**src/rtl/wddl_pkg.sv**
```systemverilog
// wddl_pkg: shared state encoding, rail constants and pair check for the WDDL NOR stage
package wddl_pkg;
  typedef enum logic [1:0] {IDLE, HOLD, PRE} state_t;
  localparam logic [1:0] WDDL_NULL = 2'b00;
  localparam logic [1:0] WDDL_ONE  = 2'b10;
  localparam logic [1:0] WDDL_ZERO = 2'b01;
  function automatic logic dual_valid(input logic t, input logic f);
    return t ^ f;
  endfunction
endpackage

```
**src/rtl/wddl_nor_bit.sv**
```systemverilog
// wddl_nor_bit: one bit position of an N-ary dual-rail NOR with bad-pair detection
//   i_t/i_f : true/false rails of this bit from each operand
//   o_t/o_f : result rails, forced to null when any operand pair is 00 or 11
//   o_bad   : an operand pair at this position is not a valid dual-rail code
module wddl_nor_bit
  import wddl_pkg::*;
#(
  parameter int N_IN = 2
) (
  input  logic [N_IN-1:0] i_t,
  input  logic [N_IN-1:0] i_f,
  output logic            o_t,
  output logic            o_f,
  output logic            o_bad
);
  logic [N_IN-1:0] w_ok;
  for (genvar i = 0; i < N_IN; i++) begin : g_chk
    assign w_ok[i] = dual_valid(i_t[i], i_f[i]);
  end
  assign o_bad = ~&w_ok;
  // NOR is true only when every operand is false; positive-only, so no inverters on the rails
  assign {o_t, o_f} = o_bad ? WDDL_NULL : {&i_f, |i_t};
endmodule

```
**src/rtl/wddl_nor_pipe.sv**
```systemverilog
// wddl_nor_pipe: sequenced N-ary dual-rail NOR stage with forced precharge after every result
//   in_valid/in_ready/in_t/in_f : operand handshake, operand i at [i*WIDTH +: WIDTH]
//   out_valid/out_ready/y_t/y_f : registered result handshake
//   enc_err : accepted operands held a 00/11 pair (held for the whole result period)
//   busy    : stage not idle
//   err_cnt : saturating count of released results with enc_err (only with WDDL_NOR_ERR_CNT_EN)
module wddl_nor_pipe
  import wddl_pkg::*;
#(
  parameter int WIDTH      = 8,
  parameter int N_IN       = 2,
  parameter int PRE_CYCLES = 1
) (
  input  logic                  clk,
  input  logic                  rst_n,
  input  logic                  in_valid,
  output logic                  in_ready,
  input  logic [N_IN*WIDTH-1:0] in_t,
  input  logic [N_IN*WIDTH-1:0] in_f,
  output logic                  out_valid,
  input  logic                  out_ready,
  output logic [WIDTH-1:0]      y_t,
  output logic [WIDTH-1:0]      y_f,
  output logic                  enc_err,
`ifdef WDDL_NOR_ERR_CNT_EN
  output logic [7:0]            err_cnt,
`endif
  output logic                  busy
);
  state_t           r_state;
  logic [3:0]       r_cnt;
  logic [WIDTH-1:0] w_yt;
  logic [WIDTH-1:0] w_yf;
  logic [WIDTH-1:0] w_bad;
  logic             w_accept;
  logic             w_release;
  for (genvar b = 0; b < WIDTH; b++) begin : g_bit
    logic [N_IN-1:0] w_t;
    logic [N_IN-1:0] w_f;
    for (genvar i = 0; i < N_IN; i++) begin : g_op
      assign w_t[i] = in_t[i*WIDTH+b];
      assign w_f[i] = in_f[i*WIDTH+b];
    end
    wddl_nor_bit #(.N_IN(N_IN)) u_bit (
      .i_t  (w_t),
      .i_f  (w_f),
      .o_t  (w_yt[b]),
      .o_f  (w_yf[b]),
      .o_bad(w_bad[b])
    );
  end
  assign in_ready  = r_state == IDLE;
  assign busy      = r_state != IDLE;
  assign w_accept  = in_ready && in_valid;
  assign w_release = r_state == HOLD && out_ready;
  always_ff @(posedge clk or negedge rst_n) begin
    if (!rst_n) begin
      r_state   <= IDLE;
      r_cnt     <= '0;
      y_t       <= '0;
      y_f       <= '0;
      enc_err   <= 1'b0;
      out_valid <= 1'b0;
    end else if (w_accept) begin
      r_state   <= HOLD;
      y_t       <= w_yt;
      y_f       <= w_yf;
      enc_err   <= |w_bad;
      out_valid <= 1'b1;
    end else if (w_release) begin
      r_state   <= PRE;
      r_cnt     <= 4'(PRE_CYCLES - 1);
      y_t       <= '0;
      y_f       <= '0;
      enc_err   <= 1'b0;
      out_valid <= 1'b0;
    end else if (r_state == PRE) begin
      if (r_cnt == '0) r_state <= IDLE;
      else r_cnt <= r_cnt - 4'd1;
    end
  end
`ifdef WDDL_NOR_ERR_CNT_EN
  always_ff @(posedge clk or negedge rst_n) begin
    if (!rst_n) err_cnt <= '0;
    else if (w_release && enc_err && err_cnt != 8'hFF) err_cnt <= err_cnt + 8'd1;
  end
`endif
endmodule
```
**config.mk**
```make
export PLATFORM = sky130hd
export DESIGN_NAME = wddl_nor_pipe
export DESIGN_NICKNAME = d
export VERILOG_FILES = /design/src/rtl/wddl_pkg.sv /design/src/rtl/wddl_nor_bit.sv /design/src/rtl/wddl_nor_pipe.sv
export SDC_FILE = /design/constraint.sdc
export NUM_CORES = 1
export LEC_CHECK = 0
export ABC_CLOCK_PERIOD_IN_PS = 1770
export BUFFER_PORTS_ARGS = -buffer_cell sky130_fd_sc_hd__buf_2
export CAP_MARGIN = 20
export CELL_PAD_IN_SITES_DETAIL_PLACEMENT = 1
export CELL_PAD_IN_SITES_GLOBAL_PLACEMENT = 2
export CORE_AREA = 5 5 78 80
export DETAILED_ROUTE_END_ITERATION = 8
export DIE_AREA = 0 0 83 85
export PLACE_DENSITY = 0.84
export SYNTH_ARGS = -nofsm -noshare
export SYNTH_HDL_FRONTEND = slang
export SYNTH_HIERARCHICAL = 1
export SYNTH_SLANG_ARGS = --single-unit
```
**constraint.sdc**
```tcl
create_clock -name clk -period 1.77 [get_ports clk]
set_input_delay 0.0885 -clock clk [delete_from_list [all_inputs] [get_ports clk]]
set_output_delay 0.0885 -clock clk [all_outputs]
set_load 0.005 [all_outputs]
```
==> results.md <==
- Outcome: complete, no violations
- Fin. Hold Viols: 0
- Port-buffer cells: 55
- Worst slack, placed: 0.293 ns
- Postcts setup bufs: 0
- Area contributors post-synth: dfrtp_1 40%, a22o_1 10%, xor2_1 9.4%
- Sequential area share after synthesis: 40.2%
- Max Cap Viol: 0
- Post-Syn Nets: 175
- Unrepaired setup endpoints after global routing: false
- DP HPWL: 2.94 mm
- Top FF cell, synth: dfrtp_1
- NumNets Final: 232
- Met3 Usage GRT: 3.40%
- Worst R2R End: y_f[7]
- Met1 usage: 13.8%
- Crit path largest cell delay: 0.54 ns
- Number of fillers in the final layout: 645
- Clock sink count: 24
- Worst-path clk slew: 0.09 ns
- Post-synth EDFFs: 0
- CTS Buffer Depth: 2
- Antenna cells: 0
- Synth warn: 6
- Share of layout cells above drive strength 1: 38.1%
- I/O pins: 56
- Slew Viols, Final: 0
- Die Width: 83 um
- DRT Pass-1 Iters: 4
- Register-to-Register Path Depth: 3
- Initial DRC Count: 35
- RePlAce Congestion: 0.691
- Slew Limit Headroom: 63.7%
- Fin crit share: 83.4%
- HP Class: in2reg
- Tot Pwr: 2.18 mW
- Final antenna-violating net count: 0
- Via count: 1309
- Lkg Pwr: 0.940 nW
- Hold Path Depth: 2
- Synth top area share: 40.2%
- Crit Reg-Reg Startpoint: r_state[0]
- WL/cell: 14.1 um
- Core area: 5340 um2
- Flop2flop setup slack: 0.29 ns
- Vias/cell: 4.92
- Worst Setup End Kind: register
- Ys async rst share: 100%
- Fin Setup TNS: 0 ns
- Busiest layer in global routing: met2
- Data arrival, critical path: 1.68 ns
- Largest net degree at the start of global routing: 25
- CP Class: reg2reg
- Area leader, netlist: dfrtp_1
- Tightest Pin Transition: 0.544 ns
- Maximum VDD drop: 876 uV
- H-tree depth: 1
- CTS resizes: 0
- Num CTS Buffers: 3
- Mean Syn Cell Area: 10.8 um2
- Synth unique cells: 32
- # rows: 27
- Area grow syn2layout: 27.4%
- Vias in the first global route: 1371
- Crit path buf inv count: 0
- Post-route setup slack: 0.294 ns
- Critical Path Source Type: register
- Die area: 7060 um2
- First-pass GRT wire length: 6.30 mm
- Hold Crit Start: out_ready
- Crit-path max FO: 17
- Family with the most delay on the worst path: flip-flops
- CTS tree: done
- Clock Tree Root: clkbuf_8
- Post-route DRC: 0
- Met2 track utilization from global routing: 17.4%
- Starting Density: 28.0%
- Clk_lat worst skew: 0.27 ns
- Antenna violations before repair: 0
- Total grt overflow: 0
- Pwr Density: 1140 nW/um2
- Critical path, cell by cell: mux2_2 -> nand2_2 -> a22o_1
- Post-Synthesis Cells: 138
- Setup violations, final: 0
- Final Skew: 0.00273 ns
- All-Layer GR Usage: 10.6%
- Mapped Area: 1490 um2
- Hold Path End: r_state[1]
- CP max-delay cell: dfrtp_1
- CTS Hold Bufs: 1
- F_max: 677 MHz
- Critical Path RT: 1.98 ns
- DRT Wirelength: 3.74 mm
- Fin crit period: 1.48 ns
- Synthesized flop and latch total: 24
- Die height: 85 um
[cell type report]
class | count | area (um2) | share of cell area (%)
Multi-Input combinational cell | 96 | 802 | 42.2
Sequential cell | 24 | 601 | 31.6
Timing Repair Buffer | 56 | 285 | 15.0
Tap cell | 72 | 90.1 | 4.74
Inverter | 14 | 52.6 | 2.76
Clock buffer | 3 | 41.3 | 2.17
Clock inverter | 1 | 30.0 | 1.58
[per-stage QoR]
stage	std cells	area, um2	hold slack [ns]	utilization [%]
floorplan	138	1490	-0.207	-
finish	266	1900	0.0496	35.6
global route	266	1900	0.0439	35.6
detailed placement	261	1820	0.109	34.1
global placement	261	1820	0.103	34.1
CTS	266	1900	0.0475	35.6
[worst max-delay path by stage]
stage                 endpoint  cells past startpoint        from  slack [ns]
finish                  y_f[7]                      3  r_state[0]        0.29
floorplan             r_cnt[3]                      2    r_cnt[2]        0.41
CTS                     y_f[7]                      3  r_state[0]        0.29
global route        r_state[1]                      5    r_cnt[0]        0.19
global placement        y_t[1]                      3  r_state[0]        0.33
detailed placement      y_f[7]                      3  r_state[0]        0.29
[worst register-to-register path, stage by stage, from the launching register on]
cell	delay, ns
dfrtp_1	0.54
mux2_2	0.38
nand2_2	0.30
a22o_1	0.20
[placed cells by master (no fill, tap or decap), types with 2 or more instances in the layout]
| cell type | netlist | routed |
|---|---|---|
| a22o_1 | 17 | 17 |
| xor2_1 | 16 | 16 |
| nor4bb_2 | 8 | 8 |
| dfrtp_1 | 24 | 24 |
| nor4b_1 | 8 | 8 |
| a31o_1 | 8 | 8 |
| inv_2 | 3 | 3 |
| inv_1 | 11 | 11 |
| buf_2 | 0 | 55 |
| a21oi_1 | 4 | 4 |
| nand2_2 | 2 | 2 |
| nand2_1 | 9 | 9 |
| o21ai_0 | 3 | 3 |
| clkbuf_8 | 0 | 3 |
| nor2_1 | 2 | 2 |
| nor4_1 | 3 | 3 |
[registers in the layout, indices dropped and copies added, names as in the netlist]
signal,cells
y_f,8
out_valid,1
y_t,8
r_state,2
enc_err,1
r_cnt,4
[per-layer routing]
layer  part of all wire (%)  up-vias  routed length [um]
met5                      0        -                   0
met2                     48       36                1780
met1                     47      642                1770
met3                    4.8        5                 178
met4                   0.45        0                  17
li1                       -      626                   -
[where the power goes]
| group | leakage [nW] | internal (mW) | total (mW) | switching, mW |
|---|---|---|---|---|
| sequential | 0.320 | 0.707 | 0.854 | 0.147 |
| clock | 0.0357 | 0.302 | 0.483 | 0.180 |
| combinational | 0.584 | 0.390 | 0.840 | 0.451 |
| total | 0.940 | 1.40 | 2.18 | 0.778 |
[synth_stat cells (2+ instances only)]
cell type / count
a22o_1: 17
nand2_2: 2
nor2_1: 2
nor4b_1: 8
nand2_1: 9
inv_1: 11
a31o_1: 8
dfrtp_1: 24
inv_2: 3
xor2_1: 16
o21ai_0: 3
buf_6: 2
nor4_1: 3
a21oi_1: 4
buf_4: 2
nor4bb_2: 8
[logic make-up after synthesis]
logic type | share of synthesized area (%)
simple gates | 22.2
xor+xnor | 9.39
buf+inv | 6.03
mux | 1.42
compound gates | 19.9
fa+ha+maj | 0.838
flops | 40.2
(Power assumes the default switching activity.)
